$ cat src/rtl/mio_bridge16.sv
// mio_bridge16: CPU MIO port to 16-bit synchronous block RAM and memory-mapped I/O.
// One request at a time. A word access takes two RAM cycles, a halfword access
// takes one, and an I/O access produces a single-cycle strobe. Completion is a
// one-cycle MIO_ready pulse. All outputs are registered.
module mio_bridge16 #(
  parameter int unsigned ADDR_W = 13,
  parameter logic [3:0]  IO_NIB = 4'hF
) (
  input  logic              clk,
  input  logic              reset,
  input  logic              CPU_MIO,
  input  logic              mem_w,
  input  logic              Half_W,
  input  logic [31:0]       Addr_out,
  input  logic [31:0]       data_out,
  output logic [31:0]       data_in,
  output logic              MIO_ready,
  output logic              ram_en,
  output logic              ram_we,
  output logic [ADDR_W-1:0] ram_addr,
  output logic [15:0]       ram_din,
  input  logic [15:0]       ram_dout,
  output logic              io_rd,
  output logic              io_wr,
  output logic [7:0]        io_addr,
  output logic [31:0]       io_wdata,
  input  logic [31:0]       io_rdata
);

  typedef enum logic [2:0] {
    S_IDLE,
    S_LO,
    S_HI,
    S_CAP,
    S_IOA,
    S_DONE
  } state_t;

  state_t r_state, w_state_nxt;

  // Latched request: only the fields needed after the accept edge are kept.
  logic [ADDR_W-2:0] r_addr_hi;
  logic [15:0]       r_wdata_hi;
  logic              r_w;
  logic              r_half;

  // Output registers.
  logic [31:0]       r_data_in;
  logic              r_ready;
  logic              r_ram_en;
  logic              r_ram_we;
  logic [ADDR_W-1:0] r_ram_addr;
  logic [15:0]       r_ram_din;
  logic              r_io_rd;
  logic              r_io_wr;
  logic [7:0]        r_io_addr;
  logic [31:0]       r_io_wdata;

  // Next values of the output registers.
  logic [31:0]       w_data_in_nxt;
  logic              w_ready_nxt;
  logic              w_ram_en_nxt;
  logic              w_ram_we_nxt;
  logic [ADDR_W-1:0] w_ram_addr_nxt;
  logic [15:0]       w_ram_din_nxt;
  logic              w_io_rd_nxt;
  logic              w_io_wr_nxt;
  logic [7:0]        w_io_addr_nxt;
  logic [31:0]       w_io_wdata_nxt;

  logic w_is_io;
  logic w_accept;
  logic w_unused;

  assign w_is_io  = (Addr_out[31:28] == IO_NIB);
  assign w_accept = (r_state == S_IDLE) && CPU_MIO;
  // Address bits above the RAM size and bit 0 are deliberately ignored.
  assign w_unused = ^Addr_out;

  // State register.
  always_ff @(posedge clk or negedge reset) begin
    if (!reset) r_state <= S_IDLE;
    else        r_state <= w_state_nxt;
  end

  // Request capture on the accept edge; held for the rest of the access.
  always_ff @(posedge clk or negedge reset) begin
    if (!reset) begin
      r_addr_hi  <= '0;
      r_wdata_hi <= '0;
      r_w        <= 1'b0;
      r_half     <= 1'b0;
    end else if (w_accept) begin
      r_addr_hi  <= Addr_out[ADDR_W:2];
      r_wdata_hi <= data_out[31:16];
      r_w        <= mem_w;
      r_half     <= Half_W;
    end
  end

  // Next state and next output values; outputs follow the state being entered.
  always_comb begin
    w_state_nxt    = r_state;
    w_data_in_nxt  = r_data_in;
    w_ready_nxt    = 1'b0;
    w_ram_en_nxt   = 1'b0;
    w_ram_we_nxt   = 1'b0;
    w_ram_addr_nxt = r_ram_addr;
    w_ram_din_nxt  = r_ram_din;
    w_io_rd_nxt    = 1'b0;
    w_io_wr_nxt    = 1'b0;
    w_io_addr_nxt  = r_io_addr;
    w_io_wdata_nxt = r_io_wdata;
    unique case (r_state)
      S_IDLE: begin
        if (CPU_MIO) begin
          if (w_is_io) begin
            w_state_nxt    = S_IOA;
            w_io_rd_nxt    = !mem_w;
            w_io_wr_nxt    = mem_w;
            w_io_addr_nxt  = Addr_out[9:2];
            w_io_wdata_nxt = data_out;
          end else begin
            w_state_nxt    = S_LO;
            w_ram_en_nxt   = 1'b1;
            w_ram_we_nxt   = mem_w;
            w_ram_addr_nxt = Half_W ? Addr_out[ADDR_W:1] : {Addr_out[ADDR_W:2], 1'b0};
            w_ram_din_nxt  = data_out[15:0];
          end
        end
      end
      S_LO: begin
        if (!r_half) begin
          w_state_nxt    = S_HI;
          w_ram_en_nxt   = 1'b1;
          w_ram_we_nxt   = r_w;
          w_ram_addr_nxt = {r_addr_hi, 1'b1};
          w_ram_din_nxt  = r_wdata_hi;
        end else if (r_w) begin
          w_state_nxt = S_DONE;
          w_ready_nxt = 1'b1;
        end else begin
          w_state_nxt = S_CAP;
        end
      end
      S_HI: begin
        if (r_w) begin
          w_state_nxt = S_DONE;
          w_ready_nxt = 1'b1;
        end else begin
          w_state_nxt          = S_CAP;
          w_data_in_nxt[15:0]  = ram_dout;
        end
      end
      S_CAP: begin
        w_state_nxt = S_DONE;
        w_ready_nxt = 1'b1;
        if (r_half) w_data_in_nxt = {16'h0000, ram_dout};
        else        w_data_in_nxt[31:16] = ram_dout;
      end
      S_IOA: begin
        w_state_nxt = S_DONE;
        w_ready_nxt = 1'b1;
        if (!r_w) w_data_in_nxt = io_rdata;
      end
      S_DONE: begin
        w_state_nxt = S_IDLE;
      end
      default: begin
        w_state_nxt = S_IDLE;
      end
    endcase
  end

  // Output registers.
  always_ff @(posedge clk or negedge reset) begin
    if (!reset) begin
      r_data_in  <= '0;
      r_ready    <= 1'b0;
      r_ram_en   <= 1'b0;
      r_ram_we   <= 1'b0;
      r_ram_addr <= '0;
      r_ram_din  <= '0;
      r_io_rd    <= 1'b0;
      r_io_wr    <= 1'b0;
      r_io_addr  <= '0;
      r_io_wdata <= '0;
    end else begin
      r_data_in  <= w_data_in_nxt;
      r_ready    <= w_ready_nxt;
      r_ram_en   <= w_ram_en_nxt;
      r_ram_we   <= w_ram_we_nxt;
      r_ram_addr <= w_ram_addr_nxt;
      r_ram_din  <= w_ram_din_nxt;
      r_io_rd    <= w_io_rd_nxt;
      r_io_wr    <= w_io_wr_nxt;
      r_io_addr  <= w_io_addr_nxt;
      r_io_wdata <= w_io_wdata_nxt;
    end
  end

  assign data_in   = r_data_in;
  assign MIO_ready = r_ready;
  assign ram_en    = r_ram_en;
  assign ram_we    = r_ram_we;
  assign ram_addr  = r_ram_addr;
  assign ram_din   = r_ram_din;
  assign io_rd     = r_io_rd;
  assign io_wr     = r_io_wr;
  assign io_addr   = r_io_addr;
  assign io_wdata  = r_io_wdata;

endmodule
$ cat config.mk
export PLATFORM = sky130hd
export DESIGN_NAME = mio_bridge16
export DESIGN_NICKNAME = d
export VERILOG_FILES = /design/src/rtl/mio_bridge16.sv
export SDC_FILE = /design/constraint.sdc
export NUM_CORES = 1
export LEC_CHECK = 0
export BUFFER_PORTS_ARGS = -buffer_cell sky130_fd_sc_hd__buf_2
export CAP_MARGIN = 5
export CORE_MARGIN = 2
export CORE_UTILIZATION = 49
export DETAILED_ROUTE_END_ITERATION = 8
export PLACE_DENSITY = 0.82
export SETUP_SLACK_MARGIN = 0.1
export SLEW_MARGIN = 20
export SYNTH_ARGS = -nofsm -noshare
export SYNTH_HDL_FRONTEND = slang
export SYNTH_SLANG_ARGS = --single-unit
$ cat constraint.sdc
create_clock -name clk -period 2.2 [get_ports clk]
set_input_delay 0.66 -clock clk [delete_from_list [all_inputs] [get_ports clk]]
set_output_delay 0.66 -clock clk [all_outputs]
set_load 0.01 [all_outputs]
Yosys cells after proc, flatten, opt, wreduce, memory -nomap -nowiden
Index checks and enable logic that the tools add are counted.
{"block": "totals", "mem_count": 0, "mem_bits_ro": 0, "input_bits": 117, "mem_bits_rw": 0, "word_cells": 75, "out_inout_bits": 106, "reg_bits": 139, "latchBits": 0}
{"block": "classes", "n_eq_ne": 11, "bitwise_logic": 0, "mul": 0, "reduce_logical": 11, "addsub": 0, "div": 0, "magnitude_cmp": 0, "muxes": 37, "n_shift": 0}
{"op": "2-to-1 mux 16 bit", "count": 6}
{"op": "case mux 16 bit (2 select lines)", "count": 2}
{"op": "case mux 16 bit (3 select lines)", "count": 1}
{"op": "2-to-1 mux 13 bit", "count": 3}
{"op": "2-to-1 mux 32 bit", "count": 1}
{"op": "case mux 13 bit (2 select lines)", "count": 1}
{"op": "2-to-1 mux 1 bit", "count": 15}
{"op": "2-to-1 mux 3 bit", "count": 4}
{"op": "inequality test 2 bit (second input constant)", "count": 6}
{"op": "case mux 3 bit (4 select lines)", "count": 1}
{"op": "AND reduction 4 bit", "count": 2}
{"op": "equality test 3 x 2 -> 1 bit (second input constant)", "count": 2}
{"op": "equality test 4 bit (second input constant)", "count": 1}
{"op": "case mux 1 bit (2 select lines)", "count": 2}
{"op": "nonzero test 2 bit", "count": 2}
{"op": "equality test 3 x 1 -> 1 bit (second input constant)", "count": 1}
{"op": "equality test 3 bit (second input constant)", "count": 1}
{"op": "logical NOT 3 bit", "count": 1}
{"op": "case mux 1 bit (3 select lines)", "count": 1}
{"op": "AND reduction 3 bit", "count": 1}
{"op": "nonzero test 3 bit", "count": 1}
{"op": "AND reduction 2 bit", "count": 1}
{"op": "OR reduction 2 bit", "count": 1}
{"op": "logical AND 1 bit", "count": 1}
{"op": "logical NOT 1 bit", "count": 1}

Logic depth before layout (Yosys ltp)
{"block": "logic_depth", "depth_word": 4, "ltp_mapped": 7, "depth_no_buf": 4}

Worst setup path before layout
OpenSTA, ideal clock, no wires.
{"block": "synth_timing", "kind": "input -> register", "startpoint": "input CPU_MIO", "endpoint": "register r_io_wdata[0] (netlist: io_wdata[0])", "path_stages": 5, "n_path_buf": 2, "required_time_ps": 2072, "path_slack_ps": 318, "setup_time_ps": 128, "arrival_ps": 1755, "cell_sequence": "nor4b_2 nor2b_1 buf_2 buf_4 mux2_1"}
{"block": "synth_between", "elab_chain_len": 1}
{"item": "from (decl)", "line_no": "11", "rtl": "input logic CPU_MIO,"}
{"item": "AND reduction 3 bit (no source line)"}
{"item": "to (signal assigned)", "line_no": "198", "rtl": "r_io_wdata <= w_io_wdata_nxt;"}
{"item": "to (decl)", "line_no": "57", "rtl": "logic [31:0] r_io_wdata;"}
Every way passes these cells.
A chain may end at the register's enable or synchronous reset.

Worst setup path in the final report
{"block": "layout_timing", "startpoint": "register r_state[0]", "endpoint": "register r_data_in[14] (netlist: data_in[14])"}
{"block": "layout_between", "elab_chain_len": 3, "word_cells_on_any_way": 9, "cone_classes": "eq/ne (6); mux (1); reduce/logical (2)"}
{"item": "from (decl)", "line_no": "39", "rtl": "state_t r_state, w_state_nxt;"}
{"item": "from (signal assigned)", "line_no": "83", "rtl": "else r_state <= w_state_nxt;"}
{"item": "equality test 3 x 2 -> 1 bit or equality test 3 bit (tied branches)", "line_no": "114", "rtl": "unique case (r_state)"}
{"item": "inequality test 2 bit (no source line) or nonzero test 3 bit (tied branches)"}
{"item": "AND reduction 4 bit (no source line)"}
{"item": "to (signal assigned)", "line_no": "189", "rtl": "r_data_in <= w_data_in_nxt;"}
{"item": "to (decl)", "line_no": "48", "rtl": "logic [31:0] r_data_in;"}
Parallel ways exist; a longest one is shown, timed or not.

==> impl_metrics.prom <==
# TYPE chip_impl_metric gauge
chip_impl_info{name="status",value="finished clean"} 1
chip_impl_metric{name="finalWorstSetupSlack",unit="ps"} 234
chip_impl_info{name="timing.critical_path.slowest_stage_cell",value="dfrtp_1"} 1
chip_impl_metric{name="synthesis.area_per_instance",unit="um^2"} 13.0
chip_impl_metric{name="endpoint_arrival_time_on_the_critical_path",unit="ps"} 2250
chip_impl_info{name="ys_top_cells_by_area",value="dfrtp_1, mux2_1, mux2i_1, o21ai_1, mux2_2"} 1
chip_impl_metric{name="dieArea",unit="mm^2"} 0.0130
chip_impl_metric{name="pwr_density_cell",unit="mW/mm^2"} 1500
chip_impl_metric{name="finalHoldViolations",unit=""} 0
chip_impl_metric{name="max-cap-violations",unit=""} 0
chip_impl_metric{name="number_of_flops_mapped_to_enable_cells_by_yosys",unit=""} 0
chip_impl_metric{name="synth_nets",unit=""} 574
chip_impl_metric{name="initial_core_util",unit=""} 0.497
chip_impl_metric{name="core_region_area",unit="mm^2"} 0.0119
chip_impl_metric{name="period_minus_slack",unit="ps"} 1970
chip_impl_metric{name="synthesis.yosys.warnings",unit=""} 0
chip_impl_metric{name="number_of_drc_markers_after_the_initial_detailed_route_iteration",unit=""} 197
chip_impl_metric{name="fin_setup_tns",unit="ps"} 0
chip_impl_info{name="hold_path.class",value="in2async"} 1
chip_impl_metric{name="cts_inserted_buffers",unit=""} 17
chip_impl_info{name="grt_setup_unrepaired",value="false"} 1
chip_impl_metric{name="floorplan.io_pins",unit=""} 223
chip_impl_metric{name="dp_hpwl",unit="mm"} 9.92
chip_impl_metric{name="cts-htree-levels",unit=""} 4
chip_impl_metric{name="final_core_util",unit=""} 0.657
chip_impl_metric{name="die_extent_in_x",unit="um"} 114
chip_impl_metric{name="hold_bufs_at_cts",unit=""} 0
chip_impl_metric{name="post_dp_cell_area",unit="mm^2"} 0.00721
chip_impl_metric{name="path_clk_slew",unit="ps"} 60
chip_impl_metric{name="ys_async_sr_fraction",unit=""} 1.00
chip_impl_metric{name="place_ws",unit="ps"} 239
chip_impl_metric{name="final_estimated_routing_congestion_in_global_placement",unit=""} 0.776
chip_impl_info{name="synth_flop_cell",value="dfrtp_1"} 1
chip_impl_metric{name="design.final.nets",unit=""} 785
chip_impl_metric{name="first_pass_iters",unit=""} 6
chip_impl_metric{name="critical_path_buf_inv_count",unit=""} 1
chip_impl_metric{name="timing.clock.skew",unit="ps"} 4.68
chip_impl_metric{name="synthesis.instances",unit=""} 457
chip_impl_info{name="cell_by_cell_trace_of_the_critical_path",value="nor3b_4 -> buf_12 -> mux2_2 -> mux2_1"} 1
chip_impl_metric{name="synth.ff_latch_count",unit=""} 139
chip_impl_info{name="crit_path_start_kind",value="flop"} 1
chip_impl_info{name="top_delay_family_on_crit_path",value="multiplexers"} 1
chip_impl_metric{name="synth_area",unit="mm^2"} 0.00592
chip_impl_metric{name="synthDistinctLibCells",unit=""} 32
chip_impl_info{name="path_class",value="reg2reg"} 1
chip_impl_info{name="synth_top_cell_by_area",value="dfrtp_1"} 1
chip_impl_metric{name="pleak",unit="nW"} 3.93
chip_impl_metric{name="totalWireLength",unit="mm"} 13.5
chip_impl_metric{name="global_route.usage.total",unit=""} 0.214
chip_impl_metric{name="grt_max_degree",unit=""} 58
chip_impl_metric{name="vias_per_cell",unit=""} 5.17
chip_impl_info{name="synthTopCellsByCount",value="dfrtp_1, mux2_1, nand2_1, o21ai_1, mux2i_1"} 1
chip_impl_metric{name="cts.sink_count",unit=""} 139
chip_impl_metric{name="area_growth_syn_to_layout",unit="%"} 32.2
chip_impl_info{name="yosys.cell_count.top_type",value="dfrtp_1"} 1
chip_impl_metric{name="crit_required",unit="ps"} 2480
chip_impl_metric{name="grt_pass1_vias",unit=""} 4425
chip_impl_metric{name="antenna_cells",unit=""} 0
chip_impl_metric{name="maxSlewViolCount",unit=""} 0
chip_impl_metric{name="grt_antenna_before_repair",unit=""} 0
chip_impl_metric{name="max_freq",unit="MHz"} 509
chip_impl_metric{name="wire_length_of_the_first_global_routing_pass",unit="mm"} 21.5
chip_impl_info{name="tritoncts",value="built"} 1
chip_impl_metric{name="numPortBuffers",unit=""} 207
chip_impl_metric{name="timing.slew.headroom",unit=""} 0.616
chip_impl_metric{name="worst_ir_drop_vdd",unit="uV"} 959
chip_impl_metric{name="ant_nets",unit=""} 0
chip_impl_metric{name="yosysSeqAreaShare",unit=""} 0.587
chip_impl_metric{name="vias",unit=""} 4279
chip_impl_metric{name="tightestPinTransition",unit="ps"} 576
chip_impl_metric{name="drive_gt1_frac",unit=""} 0.407
chip_impl_metric{name="die_height",unit="um"} 114
chip_impl_metric{name="final_design_area_no_fill",unit="mm^2"} 0.00783
chip_impl_metric{name="post-cts-setup-buffers",unit=""} 0
chip_impl_metric{name="num_rows",unit=""} 40
chip_impl_metric{name="synth.top_cell.area_share",unit=""} 0.587
chip_impl_metric{name="setup_viol",unit=""} 0
chip_impl_metric{name="detail_route.drc_violations",unit=""} 0
chip_impl_metric{name="gr-total-overflow",unit=""} 0
chip_impl_metric{name="clk-insertion-delay-late",unit="ps"} 400
chip_impl_info{name="setup.worst_path.end_class",value="flop"} 1
chip_impl_metric{name="clk_path_buf_depth",unit=""} 2
chip_impl_metric{name="routedWlPerCell",unit="um"} 16.3
chip_impl_info{name="clockRootBuffer",value="clkbuf_16"} 1
chip_impl_metric{name="cts.repair.resized",unit=""} 0
chip_impl_metric{name="cpPeakStageDelay",unit="ps"} 580
chip_impl_metric{name="critical_path.max_fanout",unit=""} 49
chip_impl_metric{name="fin_crit_sh",unit=""} 0.893
## registers in the layout, indices dropped and copies added, names as in the netlist
register / flops
r_half: 1
r_wdata_hi: 16
r_w: 1
r_state: 3
io_addr: 8
io_wr: 1
io_rd: 1
io_wdata: 32
MIO_ready: 1
ram_din: 16
r_addr_hi: 12
ram_addr: 13
ram_we: 1
data_in: 32
ram_en: 1
## kinds of logic after synthesis
group | after synthesis | share of synthesized area
xor gates and xnor gates | 1 | 0.00148
and+or+nand+nor | 79 | 0.0727
buffers and inverters | 33 | 0.0304
muxes | 130 | 0.241
AOI/OAI and AO/OA | 75 | 0.0668
DFF | 139 | 0.587
## worst reg2reg max path: stages, from the launching register on
cell and delay, ps:
dfrtp_1 580, nor3b_4 300, buf_12 260, mux2_2 410
mux2_1 300
## cell type report
cell class | count | area, um^2
tap | 147 | 184
multi-input combinational | 285 | 2310
clock buffer | 23 | 478
inverter | 2 | 7.51
fill | 905 | 4080
clock inverter | 9 | 136
sequential | 139 | 3480
timing repair buffer | 223 | 1240
## cells in the final DEF, fill, tap and decap left out, types with 2 or more instances in the layout
cell type   Yosys  routed
clkinv_4        0       2
mux2_2         15      15
a21oi_1        21      19
nor2_1          3       3
clkbuf_16       0      17
nand2_1        45      45
clkbuf_8        0       3
nor3b_1        16      16
clkinvlp_4      0       2
bufinv_16       0       3
buf_12          0       6
dfrtp_1       139     139
mux2i_1        28      28
mux2_1         87      87
o21ai_0         3       3
buf_4           8      10
nor3b_4         0       2
buf_2          15     206
clkbuf_1        7       3
a21oi_2         1       2
and2_1          2       2
nor2b_1         3       2
o21ai_1        45      45
nor4b_2         3       2
## worst paths after layout
| check | startpoint | end | slack [ps] | cells after the start |
|---|---|---|---|---|
| max reg2reg | r_state[0] | data_in[14] | 230 | 4 |
| max | r_state[0] | data_in[14] | 230 | 4 |
| min | reset | ram_din[13] | 170 | 1 |
| min in group clk | mem_w | io_rd | 460 | 2 |
| max in group asynchronous | reset | data_in[6] | 1380 | 2 |
| min reg2reg | io_addr[5] | io_addr[5] | 480 | 1 |
## layer usage
layer | routed length (um) | up-vias | share of wire | track usage
met3 | 867 | 17 | 0.064 | 0.0701
met5 | 0 | - | 0 | 0
met1 | 5750 | 2088 | 0.43 | 0.267
met2 | 6640 | 136 | 0.49 | 0.350
li1 | - | 2038 | - | -
met4 | 244 | 0 | 0.018 | 0.0764
## report_power, final
part	internal (mW)	switching, mW
Clock	1.88	1.03
Sequential	3.74	0.665
Combinational	2.06	2.34
## stage by stage
step | instances | power, mW | hold slack, ps
2_1_floorplan | 457 | 7.11 | 364
3_3_place_gp | 796 | 8.64 | 462
3_5_place_dp | 796 | 8.90 | 469
4_1_cts | 828 | 11.9 | 163
5_1_grt | 828 | 12.5 | 181
6_report | 828 | 11.7 | 166
Power figures use the tool's default switching activity.
